## src/rtl/ta_adc_merge_cap.sv

```systemverilog
// ta_adc_merge_cap
// ----------------
// Packs MERGE_N consecutive ADC samples of ADC_W bits into one wide word for
// the capture memory writer.  Capture is a small arm / trigger / capture
// sequence with run-time decimation (keep 1 of 2^dec_sel samples), a
// programmable capture length in merged words, abort, and a sticky overrange
// flag.  Everything runs on the rising edge of the ADC sample clock.
//
// Ports
//   clk250      ADC sample clock
//   rst         asynchronous, active-low reset
//   adc_data    ADC sample, valid every cycle
//   adc_of      overrange flag for the current sample
//   cap_arm     arm request (acted on in IDLE only)
//   cap_trig    trigger (acted on in ARMED only)
//   cap_abort   abort, highest priority, any state
//   cap_len     capture length in merged words, latched on accepted arm (0 -> 1)
//   dec_sel     decimation select, latched on accepted arm
//   merge_data  packed word, slot k at [k*ADC_W +: ADC_W], slot 0 earliest
//   merge_datv  one-cycle valid strobe for merge_data
//   merge_last  with merge_datv on the final word of a capture
//   word_cnt    words emitted in the current / most recent capture
//   cap_of      sticky overrange flag, cleared on accepted arm
//   capr_rdy    high in IDLE
//   cap_busy    high in ARMED or CAPT
//   mem_reset   one-cycle pulse on accepted arm (clears capture memory)

module ta_adc_merge_cap #(
    parameter int ADC_W   = 14,
    parameter int MERGE_N = 4,
    parameter int LEN_W   = 16
) (
    input  logic                     clk250,
    input  logic                     rst,
    input  logic [ADC_W-1:0]         adc_data,
    input  logic                     adc_of,
    input  logic                     cap_arm,
    input  logic                     cap_trig,
    input  logic                     cap_abort,
    input  logic [LEN_W-1:0]         cap_len,
    input  logic [1:0]               dec_sel,
    output logic [ADC_W*MERGE_N-1:0] merge_data,
    output logic                     merge_datv,
    output logic                     merge_last,
    output logic [LEN_W-1:0]         word_cnt,
    output logic                     cap_of,
    output logic                     capr_rdy,
    output logic                     cap_busy,
    output logic                     mem_reset
);

    localparam int DATA_W = ADC_W * MERGE_N;
    localparam int SLOT_W = (MERGE_N > 2) ? $clog2(MERGE_N) : 1;
    localparam logic [SLOT_W-1:0] SLOT_LAST = SLOT_W'(MERGE_N - 1);

    typedef enum logic [1:0] {
        IDLE  = 2'd0,
        ARMED = 2'd1,
        CAPT  = 2'd2
    } state_t;

    state_t state_reg, state_next;

    logic [DATA_W-1:0] merge_data_reg;
    logic              merge_datv_reg;
    logic              merge_last_reg;
    logic [LEN_W-1:0]  word_cnt_reg;
    logic              cap_of_reg;
    logic              mem_reset_reg;
    logic [SLOT_W-1:0] slot_cnt_reg;
    logic [2:0]        dec_cnt_reg;
    logic [1:0]        dec_reg;
    logic [LEN_W-1:0]  len_reg;

    // Holding registers for all slots except the last; the last sample of a
    // word goes straight from adc_data into merge_data.
    logic [ADC_W-1:0]  slot_reg [MERGE_N-1];
    logic [DATA_W-1:0] word_full;

    logic       arm_acc;
    logic       trig_acc;
    logic       take;
    logic       word_done;
    logic       final_word;
    logic [3:0] dec_span;
    logic [2:0] dec_top;

    assign dec_span = 4'd1 << dec_reg;
    assign dec_top  = 3'(dec_span - 4'd1);

    // ------------------------------------------------------------------
    // State register
    // ------------------------------------------------------------------
    always_ff @(posedge clk250 or negedge rst) begin
        if (!rst) begin
            state_reg <= IDLE;
        end else begin
            state_reg <= state_next;
        end
    end

    // ------------------------------------------------------------------
    // Next state and per-cycle control decodes.  Abort beats everything,
    // so an aborted cycle never takes a sample.
    // ------------------------------------------------------------------
    always_comb begin
        state_next = state_reg;
        arm_acc    = 1'b0;
        trig_acc   = 1'b0;
        take       = 1'b0;
        word_done  = 1'b0;
        final_word = 1'b0;
        case (state_reg)
            IDLE: begin
                if (cap_arm && !cap_abort) begin
                    arm_acc    = 1'b1;
                    state_next = ARMED;
                end
            end
            ARMED: begin
                if (cap_abort) begin
                    state_next = IDLE;
                end else if (cap_trig) begin
                    trig_acc   = 1'b1;
                    state_next = CAPT;
                end
            end
            CAPT: begin
                if (cap_abort) begin
                    state_next = IDLE;
                end else if (dec_cnt_reg == 3'd0) begin
                    take = 1'b1;
                    if (slot_cnt_reg == SLOT_LAST) begin
                        word_done = 1'b1;
                        // word_cnt_reg still holds the count before this word
                        if (word_cnt_reg == len_reg - LEN_W'(1)) begin
                            final_word = 1'b1;
                            state_next = IDLE;
                        end
                    end
                end
            end
            default: state_next = IDLE;
        endcase
    end

    // ------------------------------------------------------------------
    // Slot holding registers and word assembly
    // ------------------------------------------------------------------
    for (genvar gi = 0; gi < MERGE_N - 1; gi++) begin : g_slot
        always_ff @(posedge clk250 or negedge rst) begin
            if (!rst) begin
                slot_reg[gi] <= '0;
            end else if (take && slot_cnt_reg == SLOT_W'(gi)) begin
                slot_reg[gi] <= adc_data;
            end
        end
        assign word_full[gi*ADC_W +: ADC_W] = slot_reg[gi];
    end
    assign word_full[(MERGE_N-1)*ADC_W +: ADC_W] = adc_data;

    // ------------------------------------------------------------------
    // Datapath and output registers
    // ------------------------------------------------------------------
    always_ff @(posedge clk250 or negedge rst) begin
        if (!rst) begin
            merge_data_reg <= '0;
            merge_datv_reg <= 1'b0;
            merge_last_reg <= 1'b0;
            word_cnt_reg   <= '0;
            cap_of_reg     <= 1'b0;
            mem_reset_reg  <= 1'b0;
            slot_cnt_reg   <= '0;
            dec_cnt_reg    <= '0;
            dec_reg        <= '0;
            len_reg        <= '0;
        end else begin
            mem_reset_reg  <= arm_acc;
            merge_datv_reg <= word_done;
            merge_last_reg <= final_word;

            if (arm_acc) begin
                cap_of_reg   <= 1'b0;
                word_cnt_reg <= '0;
                len_reg      <= (cap_len == '0) ? LEN_W'(1) : cap_len;
                dec_reg      <= dec_sel;
            end

            if (trig_acc) begin
                slot_cnt_reg <= '0;
                dec_cnt_reg  <= '0;
            end else if (state_reg == CAPT && !cap_abort) begin
                dec_cnt_reg <= (dec_cnt_reg == dec_top) ? 3'd0 : dec_cnt_reg + 3'd1;
                if (take) begin
                    slot_cnt_reg <= (slot_cnt_reg == SLOT_LAST) ? '0
                                                                : slot_cnt_reg + SLOT_W'(1);
                end
            end

            if (take && adc_of) begin
                cap_of_reg <= 1'b1;
            end

            if (word_done) begin
                merge_data_reg <= word_full;
                if (word_cnt_reg != '1) begin
                    word_cnt_reg <= word_cnt_reg + LEN_W'(1);
                end
            end
        end
    end

    assign merge_data = merge_data_reg;
    assign merge_datv = merge_datv_reg;
    assign merge_last = merge_last_reg;
    assign word_cnt   = word_cnt_reg;
    assign cap_of     = cap_of_reg;
    assign mem_reset  = mem_reset_reg;
    assign capr_rdy   = (state_reg == IDLE);
    assign cap_busy   = (state_reg == ARMED) || (state_reg == CAPT);

endmodule

```

## config.mk

```make
export PLATFORM = sky130hd
export DESIGN_NAME = ta_adc_merge_cap
export DESIGN_NICKNAME = d
export VERILOG_FILES = /design/src/rtl/ta_adc_merge_cap.sv
export SDC_FILE = /design/constraint.sdc
export NUM_CORES = 1
export LEC_CHECK = 0
export BUFFER_PORTS_ARGS = -buffer_cell sky130_fd_sc_hd__clkbuf_2
export CORE_MARGIN = 1
export CORE_UTILIZATION = 35
export CTS_CLUSTER_SIZE = 25
export DETAILED_ROUTE_END_ITERATION = 8
export PLACE_DENSITY = 0.64
export SYNTH_ARGS = -nofsm -noshare
export SYNTH_HDL_FRONTEND = slang
export SYNTH_SLANG_ARGS = --single-unit
```

## constraint.sdc

```tcl
create_clock -name clk250 -period 6.01 [get_ports clk250]
set_input_delay 0.3005 -clock clk250 [delete_from_list [all_inputs] [get_ports clk250]]
set_output_delay 0.3005 -clock clk250 [all_outputs]
set_load 0.02 [all_outputs]
```

==> results of run 1 <==
==> per-stage QoR <==
stage / instances / instance area (um2)
after floorplan: 675 / 6530
after global placement: 993 / 7320
after detailed placement: 993 / 7320
after CTS: 1026 / 7890
after global routing: 1026 / 7890
final: 1026 / 7890
==> area by class of cell <==
cell class	count	area, um2	share of cell area
inverters	14	52.6	0.00666
clock inverters	13	118	0.0149
flip-flops and latches	143	3580	0.453
clock buffers	19	443	0.0561
multi-input cells	487	2780	0.353
repair buffers	121	629	0.0798
well taps	229	287	0.0363
==> kinds of logic (layout without fill, tap and decap cells) <==
group	after synthesis	count (layout)	synth area share
fa+ha+maj	11	11	0.0211
buf+inv	45	167	0.0264
mux	47	47	0.0803
xor+xnor	17	17	0.0228
simple gates	351	351	0.240
compound gates	61	61	0.0613
flops	143	143	0.548
==> repair_timing <==
item,in CTS,in global routing
hold endpoints to repair,67,0
hold buffers,1,0
buffers inserted,0,0
==> worst min-delay path: cells and delay by family <==
family	cells	cell delay, ns
AND/OR/NAND/NOR	2	0.09
buffers and inverters	1	0.08
==> power groups by stage <==
stage / logic, uW / clock network (uW) / registers, uW
after floorplan: 599 / 0 / 1600
after global placement: 981 / 0 / 1520
after detailed placement: 1000 / 0 / 1530
after CTS: 1010 / 1040 / 1520
after global routing: 1110 / 1080 / 1560
final: 998 / 1010 / 1520
==> Yosys cell counts (all sizes together) (3+ instances only) <==
| cell | instances |
|---|---|
| nor4b | 3 |
| nor2b | 4 |
| nand2 | 255 |
| nor4 | 6 |
| mux2i | 4 |
| and3 | 5 |
| nand4 | 4 |
| nand4b | 3 |
| a22oi | 3 |
| inv | 14 |
| buf | 7 |
| nor2 | 26 |
| xnor2 | 10 |
| nand3 | 8 |
| or3 | 3 |
| or4 | 4 |
| nor3 | 9 |
| nor4bb | 3 |
| a21oi | 14 |
| o21ai | 20 |
| or4b | 4 |
| o31ai | 5 |
| ha | 11 |
| dfrtp | 143 |
| o2111ai | 3 |
| xor2 | 7 |
| mux2 | 43 |
| or2 | 3 |
| o41ai | 3 |
| clkbuf | 24 |
==> worst max path at each step <==
stage,from,endpoint,cells after the start
after floorplan,len_reg[0],state_reg[0],10
after global placement,state_reg[0],word_cnt[13],11
after detailed placement,state_reg[0],word_cnt[13],11
after CTS,state_reg[0],word_cnt[13],11
after global routing,state_reg[0],word_cnt[13],11
final,state_reg[0],word_cnt[13],11
==> layer usage <==
| layer | vias to the layer above | GRT usage | wire [um] |
|---|---|---|---|
| li1 | 2482 | - | - |
| met1 | 2521 | 0.226 | 7420 |
| met2 | 137 | 0.277 | 7420 |
| met3 | 19 | 0.0483 | 859 |
| met4 | 0 | 0.0567 | 229 |
| met5 | - | 0 | 0 |
==> impl_metrics.py, run 1 <==
metrics = {
    "synth": {
        "ys.flop_type": "dfrtp_1",
        "yosysTopAreaCell": "dfrtp_1",
        "postSynth.asyncResetShare": 1.00,
        "ys_seq_elements": 143,
        "synth_edf_count": 0,
        "yosysTopAreaCellShare": 0.548,
        "yosysWarnings": 0,
        "yosysSeqAreaShare": 0.548,
        "syn_avg_cell_area_um2": 9.68,
        "synthCells": 675,
        "yosysUniqueCellTypes": 57,
        "synth_area_leaders": "dfrtp_1, nand2_1, mux2_2, ha_1, o21ai_0",
        "syn_area_mm2": 0.00653,
        "synth_nets": 724,
    },
    "global_routing": {
        "antenna_found_initial": 0,
        "grt_pass1_wl_mm": 26.1,
        "globalRouteOverflowTotal": 0,
        "grt_pass1_vias": 4921,
        "gr-usage-all-layers": 0.172,
        "grt_max_degree": 77,
    },
    "cells_and_area": {
        "area_growth_pct": 20.8,
        "fin_nets": 833,
        "layout_commonest_cell": "nand2_1",
        "drive_above_1_share": 0.262,
        "diodes": 0,
        "final_util": 0.435,
        "final_cell_mix": "nand2_1, dfrtp_1, clkbuf_2, mux2_2, nor2_1",
        "n_fill_cell": 1770,
        "largest_reg_flops": 56,
    },
    "power_and_ir_drop": {
        "p_per_area_mw_per_mm2": 447,
        "p_switching_uw": 1270,
        "comb_power_share": 0.283,
        "power_frac_seq": 0.431,
        "power.leakage_uw": 0.00409,
        "finalPower_uw": 3530,
        "vdd_ir_drop_max_uv": 243,
        "power.internal_uw": 2250,
        "p_sw_frac": 0.361,
        "p_clk_frac": 0.286,
    },
    "floorplan": {
        "io_pins": 116,
        "die_y_um": 139,
        "core_area_mm2": 0.0181,
        "die_x_um": 139,
        "initial_core_util": 0.360,
        "rows": 49,
        "dieArea_mm2": 0.0192,
    },
    "place": {
        "dp_hpwl_mm": 10.4,
        "gp_congestion": 0.829,
        "place_ws_ns": 2.77,
        "portBuffers": 115,
    },
    "sta": {
        "fmax_mhz": 307,
        "slew_headroom": 0.378,
        "layout_setup_ws_ns": 2.76,
        "timing.hold.ws_ns": 0.0834,
        "period_needed_ns": 3.25,
        "rsz0062_at_grt": "false",
        "hold_viol": 0,
        "skew_ns": 0.0131,
        "slew_viol_final": 0,
        "fin_setup_tns_ns": 0,
        "fin_crit_sh": 0.541,
        "setup_viol": 0,
        "worst_slew_pin_slew_ns": 0.932,
    },
    "flow_run": {
        "drv_cap": 0,
    },
    "worst_setup_path": {
        "cp-start-kind": "flip-flop",
        "crit_required_ns": 6.34,
        "critPathCaptureType": "flip-flop",
        "critical_path.cell_chain": "inv_1, ha_1, nor4bb_1, nand2_2, inv_2, buf_4, o31a_1, nand4_1, nor2_1, and3_1, mux2i_1",
        "r2r_setup_slack_ns": 2.76,
        "max_stage_delay_ns": 0.52,
        "r2r_start": "state_reg[0]",
        "worst-path-max-fanout": 62,
        "reg2reg_to": "word_cnt[13]",
        "path_class": "flip-flop to flip-flop",
        "cp_num_buf_inv": 3,
        "path_delay_family": "simple AND/OR/NAND/NOR gates",
        "r2r_cells": 11,
        "cpMaxStageDelayCell": "buf_4",
        "cp.arrival_ns": 3.59,
    },
    "outcome": {
        "outcome": "finished with violations",
        "violations": "DRC",
    },
    "drt": {
        "drcViolationCount": 9,
        "post_drt_via_cell_ratio": 5.03,
        "ant_nets": 0,
        "wirelength_mm": 15.9,
        "firstDrtPassIters": 8,
        "first_iter_violations": 398,
        "dr_total_vias": 5159,
        "wl_per_cell_um": 15.5,
    },
    "hold_path": {
        "hold_depth": 3,
        "hold_start": "dec_sel[1]",
        "worstHoldEndpoint": "dec_reg[1]",
        "min_path_type": "primary input to flip-flop",
    },
    "clocking": {
        "cts.repair.resized": 0,
        "insertion_delay_ns": 0.42,
        "cts_sinks": 143,
        "cts.htree.levels": 4,
        "path_clk_slew_ns": 0.06,
        "cts_tree": "yes",
        "clockBufferDepth": 2,
        "cts-root-buf": "clkbuf_16",
        "numCtsBuffers": 17,
    },
}
(Power assumes the default switching activity.)
==> inputs of run 2 (changes only) <==
Settings changed: PLACE_DENSITY 0.64 to 0.66.
Clock period 6.01 ns to 2.8 ns, I/O delays scaled along.
==> run 2 against run 1 <==
  * The run still ends with DRC left
  * Critical endpoint unchanged
  * Highest routed layer unchanged
  * Critical path type unchanged
  * Design area grew 6.3%
  * Count of clock-buffer cells in the layout stayed put
  * Routed wire length up 2.6%
  * Total power up 120%
  * Worst setup slack got worse by 2.6 ns
  * Global-route usage up 0.60 points
  * Fmax rose by 24%
  * Clock skew is 0.0092 ns higher
  * Flip-flop and latch count did not move
  * Worst hold slack lost 0.045 ns
  * Critical path depth fell by 1
  * Via count rose by 2.9%
==> impl_metrics.py, run 2 (synthesized netlist as in run 1, its figures left out) <==
metrics = {
    "outcome": {
        "violations": "DRC",
        "outcome": "finished with violations",
    },
    "sta": {
        "slew_headroom": 0.505,
        "fmax_mhz": 382,
        "slew_viol_final": 0,
        "skew_ns": 0.0224,
        "setup_viol": 0,
        "fin_crit_sh": 0.934,
        "worst_slew_pin_slew_ns": 0.740,
        "period_needed_ns": 2.62,
        "rsz0062_at_grt": "true",
        "timing.hold.ws_ns": 0.0385,
        "hold_viol": 0,
        "layout_setup_ws_ns": 0.185,
    },
    "floorplan": {
        "dieArea_mm2": 0.0192,
        "io_pins": 116,
        "die_y_um": 139,
        "rows": 49,
        "die_x_um": 139,
        "initial_core_util": 0.360,
        "core_area_mm2": 0.0181,
    },
    "worst_setup_path": {
        "path_class": "flip-flop to flip-flop",
        "cp.arrival_ns": 2.95,
        "critPathCaptureType": "flip-flop",
        "worst-path-max-fanout": 7,
        "crit_required_ns": 3.13,
        "r2r_cells": 10,
        "cp-start-kind": "flip-flop",
    },
    "global_routing": {
        "antenna_found_initial": 0,
        "grt_pass1_vias": 5208,
        "grt_pass1_wl_mm": 26.9,
        "globalRouteOverflowTotal": 0,
        "grt_max_degree": 76,
        "gr-usage-all-layers": 0.178,
    },
    "drt": {
        "wl_per_cell_um": 15.2,
        "drcViolationCount": 17,
        "first_iter_violations": 298,
        "firstDrtPassIters": 7,
        "post_drt_via_cell_ratio": 4.95,
        "wirelength_mm": 16.3,
        "ant_nets": 0,
        "dr_total_vias": 5307,
    },
    "place": {
        "gp_congestion": 0.817,
        "placed_cells": 1007,
        "portBuffers": 115,
        "dp_hpwl_mm": 10.8,
        "place_ws_ns": 0.148,
    },
    "power_and_ir_drop": {
        "p_per_area_mw_per_mm2": 926,
        "vdd_ir_drop_max_uv": 433,
        "power.leakage_uw": 0.00433,
    },
    "clocking": {
        "cts_sinks": 143,
        "cts_setup_buffers": 0,
        "insertion_delay_ns": 0.43,
        "cts.htree.levels": 4,
        "cts-root-buf": "clkbuf_16",
        "clockBufferDepth": 2,
        "cts_tree": "yes",
        "numCtsBuffers": 17,
        "path_clk_slew_ns": 0.06,
    },
    "hold_path": {
        "min_path_type": "primary input to flip-flop",
        "hold_depth": 3,
    },
    "cells_and_area": {
        "drive_above_1_share": 0.269,
        "finalNonFillerCells": 1072,
        "layout_commonest_cell": "nand2_1",
        "n_fill_cell": 1693,
        "largest_reg_flops": 56,
        "area_growth_pct": 28.4,
        "final_cell_mix": "nand2_1, dfrtp_1, clkbuf_2, mux2_2, dlygate4sd3_1",
        "diodes": 0,
        "fin_nets": 879,
    },
    "flow_run": {
        "drv_cap": 0,
    },
}
-- run 2: changes by cell type in the layout (fill, tap and decap cells not counted), sizes merged --
cell | previous run | this run
dlygate4sd3 | 1 | 32
clkinvlp | 0 | 1
buf | 6 | 20
clkbuf | 133 | 134
clkinv | 5 | 2
bufinv | 0 | 1
inv | 22 | 23
-- run 2: area by class of cell --
cell class | count | area (um2) | area share
timing repair buffer | 167 | 1060 | 0.127
clock inverter | 13 | 139 | 0.0166
sequential | 143 | 3580 | 0.427
multi-input combinational | 487 | 2820 | 0.337
tap | 229 | 287 | 0.0342
inverter | 14 | 52.6 | 0.00627
clock buffer | 19 | 443 | 0.0528
-- run 2: metal layers --
layer | up-vias | global-route usage | share of wire
li1 | 2576 | - | -
met1 | 2590 | 0.230 | 0.46
met2 | 133 | 0.292 | 0.48
met3 | 8 | 0.0552 | 0.058
met4 | 0 | 0.0474 | 0.0043
met5 | - | 0 | 0
-- run 2: worst max-delay path, stage by stage (launching register included) --
cell      delay (ns)
dfrtp_1         0.40
inv_1           0.11
ha_1            0.19
nor4bb_1        0.43
nand2_2         0.13
inv_2           0.08
o31a_1          0.24
nand4_1         0.28
nor2_1          0.28
and3_1          0.20
mux2i_1         0.18
-- run 2: what timing repair did --
item,4_1_cts,5_1_grt
hold endpoints to repair,104,0
resized for setup,0,6
hold buffers,32,0
endpoints found under the setup margin,0,2
-- run 2: final timing paths --
| kind | startpoint | to | slack, ns |
|---|---|---|---|
| worst min register to register | slot_reg[40] | merge_data[12] | 0.46 |
| worst max register to register | state_reg[0] | word_cnt[13] | 0.18 |
| worst max-delay path | state_reg[0] | word_cnt[13] | 0.18 |
| max in group asynchronous | rst | merge_data[38] | 1.66 |
| min in group asynchronous | rst | len_reg[5] | 0.31 |
| worst min-delay path | cap_len[1] | len_reg[1] | 0.04 |
-- run 2: report_power, final --
group / total [uW] / switching [uW] / internal, uW
Sequential: 3240 / 490 / 2740
Clock: 2240 / 961 / 1280
Combinational: 2280 / 1310 / 978
Total: 7760 / 2760 / 5000
-- run 2: metrics by stage --
step / power [uW] / util / area, um2 / TNS, ns
3_3_place_gp: 5410 / 0.410 / 7440 / 0
3_5_place_dp: 5470 / 0.410 / 7440 / 0
5_1_grt: 8250 / 0.462 / 8390 / -0.0264
4_1_cts: 7800 / 0.460 / 8340 / 0
6_report: 7760 / 0.462 / 8390 / 0
2_1_floorplan: 4720 / - / 6530 / 0
